$ cat src/rtl/plic_prio.sv
// plic_prio: priority interrupt controller with per-source claim/complete gateways.
// Define PLIC_EDGE_EN to add per-source edge-triggered mode (register 0x001080).
module plic_prio #(
  parameter int SOURCES   = 8,
  parameter int PRIO_BITS = 3
) (
  input  logic               i_clock,
  input  logic               i_reset,
  input  logic [SOURCES-1:0] i_interrupt,
  input  logic               i_interrupt_enable,
  output logic               o_interrupt,
  input  logic               i_request,
  input  logic               i_rw,
  input  logic [23:0]        i_address,
  input  logic [31:0]        i_wdata,
  output logic [31:0]        o_rdata,
  output logic               o_ready
);
  logic [PRIO_BITS-1:0] prio [1:SOURCES];
  logic [PRIO_BITS-1:0] thr, best;
  logic [SOURCES:0]     pend, infl, en, elig, trig, repend;
  logic [4:0]           win;
  logic [31:0]          rd;
  logic                 wr, rd_claim, wr_cmp;
  logic                 unused;
  assign unused   = ^i_wdata;
  assign wr       = i_request && i_rw;
  assign rd_claim = i_request && !i_rw && i_address == 24'h200004;
  assign wr_cmp   = wr && i_address == 24'h200004;
`ifdef PLIC_EDGE_EN
  logic [SOURCES:0]   edge_m, held;
  logic [SOURCES-1:0] irq_q, irq_qq;
  // Edge sources see the input through one register stage, then detect the rise.
  assign trig   = {(SOURCES+1){i_interrupt_enable}} &
                  ((edge_m & {irq_q & ~irq_qq, 1'b0}) | (~edge_m & {i_interrupt, 1'b0}));
  assign repend = edge_m & (held | trig);
  always_ff @(posedge i_clock or posedge i_reset)
    if (i_reset) begin
      edge_m <= '0;
      held   <= '0;
      irq_q  <= '0;
      irq_qq <= '0;
    end else begin
      irq_q  <= i_interrupt;
      irq_qq <= irq_q;
      if (wr && i_address == 24'h001080) edge_m <= {i_wdata[SOURCES:1], 1'b0};
      for (int i = 1; i <= SOURCES; i++)
        if (wr_cmp && i_wdata[4:0] == 5'(i) && infl[i]) held[i] <= 1'b0;
        else if (infl[i] && trig[i]) held[i] <= 1'b1;
    end
`else
  assign trig   = {(SOURCES+1){i_interrupt_enable}} & {i_interrupt, 1'b0};
  assign repend = '0;
`endif
  always_comb begin
    elig = '0;
    best = '0;
    win  = '0;
    for (int i = 1; i <= SOURCES; i++) elig[i] = pend[i] && en[i] && prio[i] > thr;
    // Descending scan with >= lets the lowest id win a priority tie.
    for (int i = SOURCES; i >= 1; i--)
      if (elig[i] && prio[i] >= best) begin
        best = prio[i];
        win  = 5'(i);
      end
  end
  always_comb begin
    rd = '0;
    for (int i = 1; i <= SOURCES; i++) if (i_address == 24'(4 * i)) rd = 32'(prio[i]);
    if (i_address == 24'h001000) rd = 32'(pend);
    if (i_address == 24'h002000) rd = 32'(en);
`ifdef PLIC_EDGE_EN
    if (i_address == 24'h001080) rd = 32'(edge_m);
`endif
    if (i_address == 24'h200000) rd = 32'(thr);
    if (i_address == 24'h200004) rd = 32'(win);
  end
  always_ff @(posedge i_clock or posedge i_reset)
    if (i_reset) begin
      for (int i = 1; i <= SOURCES; i++) prio[i] <= '0;
      en          <= '0;
      thr         <= '0;
      o_ready     <= 1'b0;
      o_rdata     <= '0;
      o_interrupt <= 1'b0;
    end else begin
      for (int i = 1; i <= SOURCES; i++)
        if (wr && i_address == 24'(4 * i)) prio[i] <= i_wdata[PRIO_BITS-1:0];
      if (wr && i_address == 24'h002000) en <= {i_wdata[SOURCES:1], 1'b0};
      if (wr && i_address == 24'h200000) thr <= i_wdata[PRIO_BITS-1:0];
      o_ready     <= i_request;
      o_rdata     <= (i_request && !i_rw) ? rd : '0;
      o_interrupt <= i_interrupt_enable && |elig;
    end
  // Gateway: claim beats capture; completing an in-flight id returns it to idle.
  always_ff @(posedge i_clock or posedge i_reset)
    if (i_reset) begin
      pend <= '0;
      infl <= '0;
    end else begin
      for (int i = 1; i <= SOURCES; i++)
        if (rd_claim && win == 5'(i)) begin
          pend[i] <= 1'b0;
          infl[i] <= 1'b1;
        end else if (wr_cmp && i_wdata[4:0] == 5'(i) && infl[i]) begin
          infl[i] <= 1'b0;
          pend[i] <= repend[i];
        end else if (!pend[i] && !infl[i] && trig[i]) pend[i] <= 1'b1;
    end
endmodule

$ cat config.mk
export PLATFORM = sky130hd
export DESIGN_NAME = plic_prio
export DESIGN_NICKNAME = d
export VERILOG_FILES = /design/src/rtl/plic_prio.sv
export SDC_FILE = /design/constraint.sdc
export NUM_CORES = 1
export LEC_CHECK = 0
export ABC_AREA = 1
export CORE_MARGIN = 4
export CORE_UTILIZATION = 56
export CTS_CLUSTER_SIZE = 28
export DETAILED_ROUTE_END_ITERATION = 8
export GPL_TIMING_DRIVEN = 0
export PLACE_DENSITY = 0.86
export SYNTH_ARGS = -nofsm -noshare
export SYNTH_HDL_FRONTEND = slang
export SYNTH_SLANG_ARGS = --single-unit
$ cat constraint.sdc
create_clock -name i_clock -period 20.5 [get_ports i_clock]
set_input_delay 2.05 -clock i_clock [delete_from_list [all_inputs] [get_ports i_clock]]
set_output_delay 2.05 -clock i_clock [all_outputs]
set_load 0.01 [all_outputs]
==> run_results.csv <==
group,metric,value,unit
drt,dr.pass1.iters,8,
global_route,grt-ovfl-total,0,
clock_tree,clkTransAtPathRegs,0.09,ns
sta,fmaxAchievable,105,MHz
sta,max_slew.worst_pin.slew,0.697,ns
drt,drt_iter0_drc,521,
clock_tree,cts-hold-fix-buffers,0,
worst_setup_path,r2r-start,"thr[2]$_DFFE_PP0P_",
layout,synthToLayoutAreaGrowth,21.9,%
clock_tree,htreeDepth,3,
placed_design,place_congestion,1.00,
sta,relSlewSlack,53.1,%
sta,hold_violations,0,
clock_tree,post_cts_buffers,0,
worst_setup_path,endpoint_kind,"flop",
worst_setup_path,crit_type,"flop to flop",
sta,setup_ws,10.95,ns
worst_setup_path,critPathSlowestCell,"nor4_1",
clock_tree,ctsResizeCount,0,
worst_setup_path,start_kind,"flop",
floorplan,die_h,99.1,um
placed_design,placed_area,5440,um2
drt,final_antenna_net_count,0,
logic_synthesis,synth_cell_types,37,
power,leakagePower,2.78,nW
drt,wirelength,12800,um
floorplan,io_pins,103,
placed_design,hpwl,10100,um
drt,wl_per_cell,15.2,um
layout,postLayoutCellArea,5660,um2
logic_synthesis,synthArstFlopShare,100,%
floorplan,die_w,99.1,um
sta,min_period_over_period,46.6,%
logic_synthesis,synth.ff_latch_count,62,
placed_design,port_buffers,56,
clock_tree,cts_tree,"built",
power,p_per_area,47.9,nW/um2
global_route,grt_max_degree,41,
power,ir_worst_vdd,0.0000383,V
hold_path,hp-start,"prio[9]$_DFFE_PP0P_",
logic_synthesis,syn_area_per_cell,7.23,um2
worst_setup_path,required,20.79,ns
hold_path,hold_end,"prio[9]$_DFFE_PP0P_",
worst_setup_path,r2r_slack,10.95,ns
logic_synthesis,syn_area,4640,um2
clock_tree,clkSinkCount,62,
drt,drc_errors,0,
worst_setup_path,r2r_end,"pend[3]$_DFFE_PP0P_",
worst_setup_path,cp_data_arrival_time,9.83,ns
drt,vias,4685,
status,status,"finished, final reports clean",
sta,rsz0062_at_grt,"no",
sta,finalClockSkew,0.0157,ns
global_route,grt.total_usage,26.5,%
clock_tree,cts-root-buf,"clkbuf_8",
clock_tree,insertion_delay,0.36,ns
clock_tree,cts_buffer_depth,2,
clock_tree,numCtsBuffers,9,
sta,slew_violations,0,
worst_setup_path,max_stage_delay,0.43,ns
job,cap_violations,0,
floorplan,rows,32,
logic_synthesis,synth-main-ff-cell,"dfrtp_1",
sta,min_period,9.55,ns
layout,antenna_cells,0,
drt,vias_per_cell,5.58,
placed_design,dp_slack,11.07,ns
logic_synthesis,yosysWarningCount,1,
layout,final_nets,843,
hold_path,min_path_type,"flop to flop",
sta,tns,0,ns
worst_setup_path,r2r_cells,64,
sta,setup_viol_count_final,0,
worst_setup_path,cp_max_fo,10,
floorplan,fp.dieArea,9810,um2
floorplan,initial_utilization,58.9,%
global_route,grt_pass1_wl,20700,um
floorplan,placeableCoreArea,7890,um2
logic_synthesis,synth_cells,642,
global_route,grt_pass1_vias,4334,
layout,drive_gt1_share,8.68,%
global_route,antenna_found_initial,0,
hold_path,hold_depth,2,
logic_synthesis,synth-edff-count,0,
worst_setup_path,cp_common_cell,"nand2_1",
logic_synthesis,ys_seq_area_share,33.4,%
[flip-flops by register name (all words and copies together), names as in the netlist]
name / cells
o_interrupt: 1
infl: 8
o_rdata: 9
thr: 3
en: 8
pend: 8
prio: 24
o_ready: 1
[worst max-delay path: cells and delay by family, from the launching register on]
family | cells | cell delay, ns
AND/OR/NAND/NOR | 31 | 3.30
buffers and inverters | 11 | 1.12
flip-flops | 1 | 0.41
adder cells (fa/ha/maj) | 8 | 2.41
AO/OA/AOI/OAI | 14 | 2.25
[cell type report]
class                           count  area, um2
Buffer                             29        203
Fill cell                         645       2230
Clock buffer                        9        124
Sequential cell                    62       1550
Tap cell                          102        128
Timing Repair Buffer               57        581
Clock inverter                      7        103
Inverter                           91        342
Multi-Input combinational cell    482       2630
[power by group]
| part | switching [mW] | internal (mW) |
|---|---|---|
| Sequential | 0.0000199 | 0.122 |
| Combinational | 0.0116 | 0.0123 |
| Clock | 0.0553 | 0.0699 |
| Total | 0.0669 | 0.204 |
[Yosys cell counts (2+ instances only)]
| master | instances | area share [%] |
|---|---|---|
| o21ai_0 | 61 | 6.6 |
| o211ai_1 | 4 | 0.65 |
| nand2_1 | 144 | 12 |
| o21ai_1 | 5 | 0.54 |
| inv_1 | 91 | 7.4 |
| nand3b_1 | 2 | 0.32 |
| a31oi_1 | 2 | 0.27 |
| nor4_1 | 4 | 0.54 |
| nand2_4 | 4 | 0.97 |
| a221oi_1 | 3 | 0.57 |
| nor2_2 | 3 | 0.40 |
| dfrtp_1 | 62 | 33 |
| nand4_1 | 10 | 1.3 |
| nor3b_1 | 4 | 0.65 |
| mux2_2 | 5 | 1.2 |
| nand2_2 | 7 | 0.94 |
| clkbuf_1 | 5 | 0.40 |
| nor3_1 | 17 | 1.8 |
| a211oi_1 | 8 | 1.3 |
| buf_4 | 23 | 3.7 |
| a21oi_1 | 21 | 2.3 |
| nand3_1 | 36 | 3.9 |
| a311oi_1 | 4 | 0.75 |
| ha_1 | 42 | 11 |
| nor2_1 | 63 | 5.1 |
[stage by stage]
stage / hold WS, ns / utilization (%) / power (mW) / cells
final: 0.493 / 71.8 / 0.271 / 839
after global routing: 0.528 / 71.8 / 0.279 / 839
after CTS: 0.492 / 71.8 / 0.272 / 839
after detailed placement: 0.471 / 68.9 / 0.148 / 823
after global placement: 0.462 / 68.7 / 0.148 / 822
after floorplan: 0.449 / - / 0.136 / 664
[layer usage]
layer | share of wire (%) | GRT usage, % | vias to the layer above
met1 | 40 | 34.8 | 2136
met5 | 0 | 0 | -
li1 | - | - | 2262
met2 | 49 | 44.3 | 257
met3 | 8.8 | 4.46 | 30
met4 | 2.5 | 9.03 | 0
[layout by cell type (no fill, tap or decap), drive strengths merged, types with 2 or more instances in the layout]
cell type	netlist	final
a211oi	8	8
a21oi	21	21
a221oi	3	3
a311oi	4	4
a31oi	2	2
buf	24	25
bufinv	0	2
clkbuf	5	14
clkdlybuf4s50	0	56
conb	1	23
dfrtp	62	62
ha	42	42
inv	91	94
mux2	5	5
nand2	155	155
nand3	37	37
nand3b	2	2
nand4	10	10
nor2	67	67
nor3	17	17
nor3b	4	4
nor4	4	4
o211ai	4	4
o21ai	66	66
or2	2	2
[cell families after synthesis]
kind of cell,share of synthesized area (%)
AND/OR/NAND/NOR,28.7
multiplexers,1.43
adder cells (fa/ha/maj),11.3
AO/OA/AOI/OAI,13.4
flip-flops,33.4
buffers and inverters,11.7
other,0.0807
[how the worst max path moves through the flow]
stage | start | to | slack (ns) | cells past startpoint
global placement | thr[2]$_DFFE_PP0P_ | infl[3]$_DFFE_PP0P_ | 11.44 | 66
CTS | thr[2]$_DFFE_PP0P_ | pend[3]$_DFFE_PP0P_ | 11.04 | 63
floorplan | thr[2]$_DFFE_PP0P_ | infl[3]$_DFFE_PP0P_ | 12.55 | 66
global route | thr[2]$_DFFE_PP0P_ | infl[3]$_DFFE_PP0P_ | 10.03 | 64
detailed placement | thr[2]$_DFFE_PP0P_ | pend[3]$_DFFE_PP0P_ | 11.07 | 63
finish | thr[2]$_DFFE_PP0P_ | pend[3]$_DFFE_PP0P_ | 10.95 | 64
No activity file was read; power rests on OpenSTA's default activity.
